[src/rtl/serial_subtractor_pkg.sv]
// Shared definitions for the bit-serial subtractor: FSM state encodings and default width.
package serial_subtractor_pkg;

   localparam int DEFAULT_WIDTH = 8;

   typedef enum logic [1:0] {
      ST_IDLE = 2'd0,
      ST_RUN  = 2'd1,
      ST_DONE = 2'd2
   } state_t;

endpackage

[src/rtl/serial_subtractor_cell.sv]
// 1-bit full-subtractor cell: diff = a - b - bin, bout set when the result borrows.
module serial_subtractor_cell (
   input  logic a,
   input  logic b,
   input  logic bin,
   output logic diff,
   output logic bout
);

   assign diff = a ^ b ^ bin;
   assign bout = (~a & b) | (~(a ^ b) & bin);

endmodule

[src/rtl/serial_subtractor.sv]
// Bit-serial unsigned subtractor: one bit per clock, LSB first, through a single
// full-subtractor cell with the borrow fed back through a register.
module serial_subtractor
   import serial_subtractor_pkg::*;
#(
   parameter int WIDTH = DEFAULT_WIDTH
) (
   input  logic             clk,
   input  logic             rst,
   input  logic             start,
   input  logic [WIDTH-1:0] a,
   input  logic [WIDTH-1:0] b,
   output logic             busy,
   output logic             done,
   output logic [WIDTH-1:0] diff,
   output logic             bout
);

   localparam int CNT_W = $clog2(WIDTH);
   localparam logic [CNT_W-1:0] CNT_LAST = CNT_W'(WIDTH - 1);

   state_t           state_q, state_d;
   logic [WIDTH-1:0] a_sr_q, a_sr_d;
   logic [WIDTH-1:0] b_sr_q, b_sr_d;
   logic [WIDTH-1:0] diff_sr_q, diff_sr_d;
   logic [WIDTH-1:0] diff_q, diff_d;
   logic             borrow_q, borrow_d;
   logic             bout_q, bout_d;
   logic [CNT_W-1:0] cnt_q, cnt_d;
   logic             cell_diff, cell_bout;
   logic [WIDTH-1:0] diff_shift;

   serial_subtractor_cell u_cell (
      .a    (a_sr_q[0]),
      .b    (b_sr_q[0]),
      .bin  (borrow_q),
      .diff (cell_diff),
      .bout (cell_bout)
   );

   // Cell output enters at the MSB so bit i settles at position i after WIDTH shifts.
   assign diff_shift = {cell_diff, diff_sr_q[WIDTH-1:1]};

   always_ff @(posedge clk) begin
      if (rst) state_q <= ST_IDLE;
      else     state_q <= state_d;
   end

   always_comb begin
      state_d = state_q;
      unique case (state_q)
         ST_IDLE: if (start) state_d = ST_RUN;
         ST_RUN:  if (cnt_q == CNT_LAST) state_d = ST_DONE;
         ST_DONE: state_d = ST_IDLE;
         default: state_d = ST_IDLE;
      endcase
   end

   always_comb begin
      busy = (state_q == ST_RUN);
      done = (state_q == ST_DONE);
   end

   always_comb begin
      a_sr_d    = a_sr_q;
      b_sr_d    = b_sr_q;
      diff_sr_d = diff_sr_q;
      diff_d    = diff_q;
      borrow_d  = borrow_q;
      bout_d    = bout_q;
      cnt_d     = cnt_q;
      unique case (state_q)
         ST_IDLE: begin
            if (start) begin
               a_sr_d    = a;
               b_sr_d    = b;
               diff_sr_d = '0;
               borrow_d  = 1'b0;
               cnt_d     = '0;
            end
         end
         ST_RUN: begin
            a_sr_d    = a_sr_q >> 1;
            b_sr_d    = b_sr_q >> 1;
            diff_sr_d = diff_shift;
            borrow_d  = cell_bout;
            // Counter parks on the last index instead of wrapping.
            if (cnt_q == CNT_LAST) begin
               diff_d = diff_shift;
               bout_d = cell_bout;
            end else begin
               cnt_d = cnt_q + CNT_W'(1);
            end
         end
         default: ;
      endcase
   end

   always_ff @(posedge clk) begin
      if (rst) begin
         a_sr_q    <= '0;
         b_sr_q    <= '0;
         diff_sr_q <= '0;
         diff_q    <= '0;
         borrow_q  <= 1'b0;
         bout_q    <= 1'b0;
         cnt_q     <= '0;
      end else begin
         a_sr_q    <= a_sr_d;
         b_sr_q    <= b_sr_d;
         diff_sr_q <= diff_sr_d;
         diff_q    <= diff_d;
         borrow_q  <= borrow_d;
         bout_q    <= bout_d;
         cnt_q     <= cnt_d;
      end
   end

   assign diff = diff_q;
   assign bout = bout_q;

endmodule

[config.mk]
export PLATFORM = sky130hd
export DESIGN_NAME = serial_subtractor
export DESIGN_NICKNAME = d
export VERILOG_FILES = /design/src/rtl/serial_subtractor_pkg.sv /design/src/rtl/serial_subtractor_cell.sv /design/src/rtl/serial_subtractor.sv
export SDC_FILE = /design/constraint.sdc
export NUM_CORES = 1
export LEC_CHECK = 0
export BUFFER_PORTS_ARGS = -buffer_cell sky130_fd_sc_hd__buf_2
export CAP_MARGIN = 0
export CORE_MARGIN = 4
export CORE_UTILIZATION = 49
export CTS_BUF_LIST = sky130_fd_sc_hd__clkbuf_8 sky130_fd_sc_hd__clkbuf_16
export DETAILED_ROUTE_END_ITERATION = 16
export MAX_ROUTING_LAYER = met4
export PLACE_DENSITY_LB_ADDON = 0.08
export SYNTH_ARGS = -nofsm -noshare
export SYNTH_HDL_FRONTEND = slang
export SYNTH_SLANG_ARGS = --single-unit
[constraint.sdc]
create_clock -name clk -period 1.3 [get_ports clk]
set_input_delay 0.065 -clock clk [delete_from_list [all_inputs] [get_ports clk]]
set_output_delay 0.065 -clock clk [all_outputs]
set_load 0.01 [all_outputs]
==> metrics list, run 1 <==
- Between clock sinks in the finished design, the worst skew comes to 0.00605 ns.
- Data required time at the worst endpoint: 1.48 ns
- Counting distinct cell types in the post-synthesis netlist gives 24.
- The largest total area in the synthesized netlist belongs to sky130_fd_sc_hd__dfxtp_1.
- TritonCTS built the clock tree.
- STA classifies the critical path endpoint as a flop.
- Pin count of the biggest net entering global routing: 33
* Pre-antenna DRT Iters: 4
* Transition time of the tightest slew-check pin: 0.450 ns
* Clock H-tree levels: 2
- Net count reported at finish: 224
- Multi-input gate area in the final layout: 846 um^2
- Cells fill 65.5% of the core in the end.
- CTS root buffer: sky130_fd_sc_hd__clkbuf_8
- CTS Buf Count: 5
* Total wirelength of the detailed-routed design: 3050 um
- Cells on Worst Hold Path: 3
- Synthesis warning total: 0
* Number of sinks handled by clock tree synthesis: 38
* Max-slew violation total from the final report: 0
- Sequential cells were found to cover 46.0% of the synthesized design area.
- The synthesized design devotes to its leading area cell type 46.0% of total area.
- Leading post-synthesis cells by cell area: sky130_fd_sc_hd__dfxtp_1 46%, sky130_fd_sc_hd__a211oi_2 11%, sky130_fd_sc_hd__mux2i_1 9.1%
* Starting Density: 52.8%
- The floorplan has 20 rows.
- After detailed routing, the number of remaining DRC violations is 0.
- The number of antenna violations at the first check in global routing came to 0.
- Vias in the first global route: 1,247
- Synth async-reset ratio: 0%
- Across all hold checks on the routed design, the worst slack comes to 0.0178 ns.
- Wire length of the first global-routing pass: 5400 um
- Number of violations reported at the end of detailed-routing iteration 0: 50
- The worst setup path is of the flop to flop kind.
* Total design power: 2410 uW
- The repair_antennas step left the layout with diodes totalling 0.
- #FFs+latches synth: 38
- Clock latency on the worst-skew pair, taken at its later pin, is 0.28 ns.
- STA classifies the critical path startpoint as a flop.
* Detailed-route wire length per cell: 12.4 um
- Worst slew slack as a fraction of its limit: 70.0%
- In the finished design, the share of the clock period the worst path needs comes to 95.6%.
- Once layout is complete, the cells apart from fillers number 247.
- After layout, the minimum clock period comes to 1.24 ns.
* Maximum number of buffers from clock root to sink: 2
- Post-Synthesis Mean Instance Area: 10.0 um^2
- Derived from the worst setup path, the maximum achievable clock frequency is 805 MHz.
* Worst path arrival time: 1.42 ns
- The layout has 264 filler cells.
- Drt via density: 5.04
- At the end of routability-driven placement, the weighted congestion stood at 0.698.
- Once layout is done, the placed cells without fillers occupy 2050 um^2.
- Die X-Extent: 66.1 um
- Global routing consumed, over all layers together, 16.3% of the routing resources.
- Among all flip-flop cells after synthesis, the most frequent one is sky130_fd_sc_hd__dfxtp_1.
- Number of cells traversed by the worst register-to-register path: 4
* Detail Placement HPWL: 2130 um
- Clock Pin Slew Worst Setup and Hold Paths: 0.07 ns
- Counting instances in the post-synthesis netlist gives the leading cell types as 38 x sky130_fd_sc_hd__dfxtp_1, 26 x sky130_fd_sc_hd__nor2_1, 15 x sky130_fd_sc_hd__mux2i_1.
* Area after detailed placement: 1860 um^2
- Total nets after synthesis: 187
- Crit Path Max Fanout: 2
- Total die area: 4370 um^2
- In this run the remaining antenna-violating nets after routing total 0.
- Remaining global-route overflow: 0
- Count of input and output buffers: 29
* Synth-to-Final Area Change: 23.9%
- IR analysis of the VDD net gives a maximum drop of 0.000850 V.
- After synthesis the cells add up to 1650 um^2.
- Unrepaired setup endpoints after global routing: true
- Across the run, the number of max-cap violations was 0.
- Placed Instances: 234
* Status: completed
* Area taken by flip-flops and latches: 766 um^2
- For this design the top-level I/O count stands at 30.
* Total core area: 3130 um^2
* Setup-violating endpoint count in the final report: 0
- Number of enable flip-flop cells after synthesis: 0
* Number of instances in the synthesized netlist: 165
* Hold violation total from the final report: 0
- Hold Path Class: input port to flop
* Power density normalized to cell area: 1180 nW/um^2
- Detailed routing inserted a total of 1,246 vias.
- Share of cells above drive strength 1: 37.9%
* Leakage power: 0.000863 uW
- Among all cell types in the netlist, the one instantiated most often is sky130_fd_sc_hd__dfxtp_1.
- Vert. Die Dim: 66.1 um
==> worst paths after layout <==
check	startpoint	end	slack [ns]
max reg2reg	borrow_q	diff_sr_q[7]	0.06
max	borrow_q	diff_sr_q[7]	0.06
min	b[7]	b_sr_q[7]	0.02
min reg2reg	diff[3]	diff[3]	0.45
==> routing by layer <==
metal | track usage (%) | routed length (um) | part of all wire, %
met5 | - | 0 | 0
met4 | 3.81 | 24 | 0.79
met3 | 5.10 | 128 | 4.2
met2 | 26.9 | 1490 | 49
met1 | 19.4 | 1410 | 46
==> cell families (layout without fill, tap and decap cells) <==
group / Yosys count / count (layout) / share of synthesized area, %
compound gates: 38 / 38 / 20.2
fa+ha+maj: 3 / 3 / 2.73
buf+inv: 16 / 54 / 6.43
flops: 38 / 38 / 46.0
mux: 15 / 15 / 9.08
simple gates: 55 / 55 / 15.5
==> flip-flops by register name (all words and copies together), names as in the netlist <==
signal and count:
b_sr_q 8, cnt_q 3, a_sr_q 8, diff_sr_q 7, borrow_q 1, diff 8
bout 1, state_q 2
==> critical path, stage by stage (launching register included) <==
cell and delay, ns:
sky130_fd_sc_hd__dfxtp_2 0.33, sky130_fd_sc_hd__inv_2 0.04, sky130_fd_sc_hd__fa_1 0.51, sky130_fd_sc_hd__a22oi_2 0.19, sky130_fd_sc_hd__nor2_1 0.06
==> metrics by stage <==
| stage | setup slack, ns | TNS (ns) |
|---|---|---|
| after CTS | -0.00236 | -0.00236 |
| after global routing | -0.00877 | -0.00877 |
| after detailed placement | -0.171 | -0.591 |
| after floorplan | 0.00927 | 0 |
| after global placement | -0.0428 | -0.109 |
| final | 0.0577 | 0 |
==> power by group <==
part           internal [uW]  switching, uW
registers               1220           32.5
logic                    173            181
clock network            419            381
total                   1810            594
==> cell type report <==
cell class              instances  area share, %
multi-input cells             111           41.3
flip-flops and latches         38           37.4
repair buffers                 42           13.4
clock buffers                   6           4.03
well taps                      44           2.69
inverters                       4          0.733
clock inverters                 2          0.428
==> repair_timing <==
action / in CTS / in global routing
setup buffers: 0 / 5
pin swaps: 1 / 4
resized for setup: 5 / 12
hold buffers: 0 / 0
endpoints found under the setup margin: 12 / 9
==> placed cells by master, fill, tap and decap left out, types with 4 or more instances in the layout <==
master and n:
sky130_fd_sc_hd__clkbuf_8 6, sky130_fd_sc_hd__dfxtp_1 34, sky130_fd_sc_hd__buf_4 9, sky130_fd_sc_hd__a211oi_2 14
sky130_fd_sc_hd__a22oi_1 9, sky130_fd_sc_hd__inv_1 4, sky130_fd_sc_hd__dfxtp_2 4, sky130_fd_sc_hd__mux2i_1 15
sky130_fd_sc_hd__nand3_1 8, sky130_fd_sc_hd__nor2_1 26, sky130_fd_sc_hd__a21oi_1 7, sky130_fd_sc_hd__buf_2 29
sky130_fd_sc_hd__nand2_1 11
(Power assumes the default switching activity.)
==> run 2, diff against run 1 <==
==> constraint.sdc (replaced) <==
create_clock -name clk -period 1.3 [get_ports clk]
set_input_delay 0.39 -clock clk [delete_from_list [all_inputs] [get_ports clk]]
set_output_delay 0.39 -clock clk [all_outputs]
set_load 0.01 [all_outputs]
==> metrics list, run 2 (synthesis gave the netlist of run 1 again) <==
- The flow ran to the end, but the final reports show violations.
* Placed Instances: 235
- Using the TritonRoute via totals, the vias-per-cell ratio works out to 5.23.
- Clock latency on the worst-skew pair, taken at its later pin, is 0.28 ns.
- Counting cells, the worst reg-to-reg path comes to 5.
- Transition time of the tightest slew-check pin: 0.359 ns
* Power density normalized to cell area: 1160 nW/um^2
- Total core area: 3130 um^2
- Ant. Diodes: 0
* Net count reported at finish: 224
- Share of cells above drive strength 1: 40.4%
* Setup Crit Path Kind: flop to output pin
* Pre-antenna DRT Iters: 4
- Summed over all layers, the routed wires come to 3300 um.
* Commonest cells after routing, fill and taps aside: 33 x sky130_fd_sc_hd__dfxtp_1, 28 x sky130_fd_sc_hd__buf_2, 26 x sky130_fd_sc_hd__nor2_1
- Remaining design rule violation count: 0
- Across all setup checks in the final design, the least slack found is -0.0339 ns.
- Worst path arrival time: 0.94 ns
- Start point of the critical path: state_q[0]
* Post-Place Setup Slack: -0.154 ns
* Worst r2r src: cnt_q[0]
- In this run the register-to-register setup slack is 0.03 ns.
- Core utilization of the finished layout: 67.2%
- The tightest hold path in the finished design has a slack of 0.359 ns.
* Cell-by-cell trace of the critical path: buf_6 -> nor2b_1 -> buf_2
- Number of vias in the routed layout: 1,293
- Vias in the first global route: 1,236
- CTS Buf Count: 5
* CTS root buffer: sky130_fd_sc_hd__clkbuf_8
* Global routing usage summed across all routing layers: 16.2%
- DRT antenna net count: 0
- Setup-violating endpoint count in the final report: 2
* Die X-Extent: 66.1 um
* Achievable clock frequency: 750 MHz
- Reported max-cap violation count: 0
- For the final database, setup skew stands at 0.00438 ns.
- The worst hold path passes through 3 cells.
* Pin count of the biggest net entering global routing: 37
- Once layout is complete, the cells apart from fillers number 247.
* Routability cong.: 0.734
* Highest cell delay on the worst timing path: 0.34 ns
- Clock H-tree levels: 2
* Most common cell after layout, fill and taps aside: sky130_fd_sc_hd__dfxtp_1
* Max-slew violation total from the final report: 0
- Remaining global-route overflow: 0
* Vert. Die Dim: 66.1 um
- At the worst endpoint, the required time is 0.91 ns.
* Hold Crit Endpoint: b_sr_q[7]
* Minimum clock period: 1.33 ns
- Peak supply drop: 0.000820 V
* Total die area: 4370 um^2
* Critical path's slowest cell: sky130_fd_sc_hd__dfxtp_2
- Violations in the final reports: setup timing
- STA classifies the critical path endpoint as an output pin.
* Clock tree from TritonCTS: done
- The detailed router finished its first iteration with 51 violations.
- After clock tree synthesis, the clock-pin slew on the worst setup and hold paths is 0.07 ns.
- In the final routed layout, each cell accounts on average for 13.3 um.
* Count of input and output buffers: 29
- Counting both buffers and inverters, the worst setup path holds a total of 2.
- The startpoint identified for the worst hold timing path is b[7].
* Unrepaired setup endpoints after global routing: true
- The number of antenna violations at the first check in global routing came to 0.
* Detail Placement HPWL: 2190 um
- Once the floorplan was initialized, standard cells occupied 52.8% of the core.
* Crit Path Max Fanout: 3
- The floorplan has 20 rows.
* Worst flop-to-flop path endpoint: cnt_q[0]
- Worst slew slack as a fraction of its limit: 76.0%
* Wire length of the first global-routing pass: 5270 um
* Fillers: 276
- Hold violation total from the final report: 0
- Maximum number of buffers from clock root to sink: 2
- The worst setup path is launched from a flop.
* Hold Path Class: input port to flop
- Number of sinks handled by clock tree synthesis: 38
- Kind of cell adding the most delay to the critical path: flip-flops
- Synth-to-Final Area Change: 27.2%
- I/O Pins: 30
* Leakage power: 0.000872 uW
- Fraction of the cycle the final worst path needs: 103%
==> run 2: what timing repair did <==
item | CTS | global route
endpoints found under the hold margin | 0 | 0
setup buffers | 2 | 1
pin swaps | 1 | 11
gates cloned | 0 | 1
gates resized for setup | 10 | 15
setup endpoints to repair | 13 | 11
hold buffers | 0 | 0
==> run 2: cell type report <==
type                    instances  area [um^2]  area share (%)
repair buffers                 41          287            13.6
multi-input cells             112          887            42.2
well taps                      44         55.1            2.62
clock inverters                 2         8.76           0.417
flip-flops and latches         38          767            36.5
inverters                       4         15.0           0.714
clock buffers                   6         82.6            3.93
==> run 2: worst max-delay path by stage <==
stage	cells after the start	end	slack [ns]
floorplan	6	bout	0.009
global placement	5	cnt_q[1]	-0.04
detailed placement	5	cnt_q[1]	-0.15
CTS	3	done	-0.04
global route	3	done	-0.10
finish	3	done	-0.03
==> run 2: routing by layer <==
| metal | global-route usage (%) | vias to the layer above | wire, um |
|---|---|---|---|
| met2 | 27.0 | 31 | 1640 |
| li1 | - | 650 | - |
| met3 | 4.42 | 8 | 158 |
| met5 | - | - | 0 |
| met4 | 8.38 | 0 | 82 |
| met1 | 17.6 | 604 | 1410 |
==> run 2: per-stage QoR <==
stage               setup TNS (ns)  power [uW]  area (um^2)
finish                     -0.0621        2430         2100
global placement            -0.107        1590         1880
global route                -0.331        2560         2100
floorplan                        0        1520         1670
CTS                        -0.0752        2430         2030
detailed placement          -0.558        1610         1880
==> run 2: worst min-delay path, delay by kind of cell <==
| family | cells | cell delay, ns |
|---|---|---|
| buffers and inverters | 1 | 0.08 |
| AND/OR/NAND/NOR | 1 | 0.08 |
| AO/OA/AOI/OAI | 1 | 0.06 |
==> run 2: where the power goes <==
part	switching, uW	internal (uW)	total [uW]
registers	33.1	1220	1250
clock network	379	420	798
logic	191	186	378
total	603	1830	2430
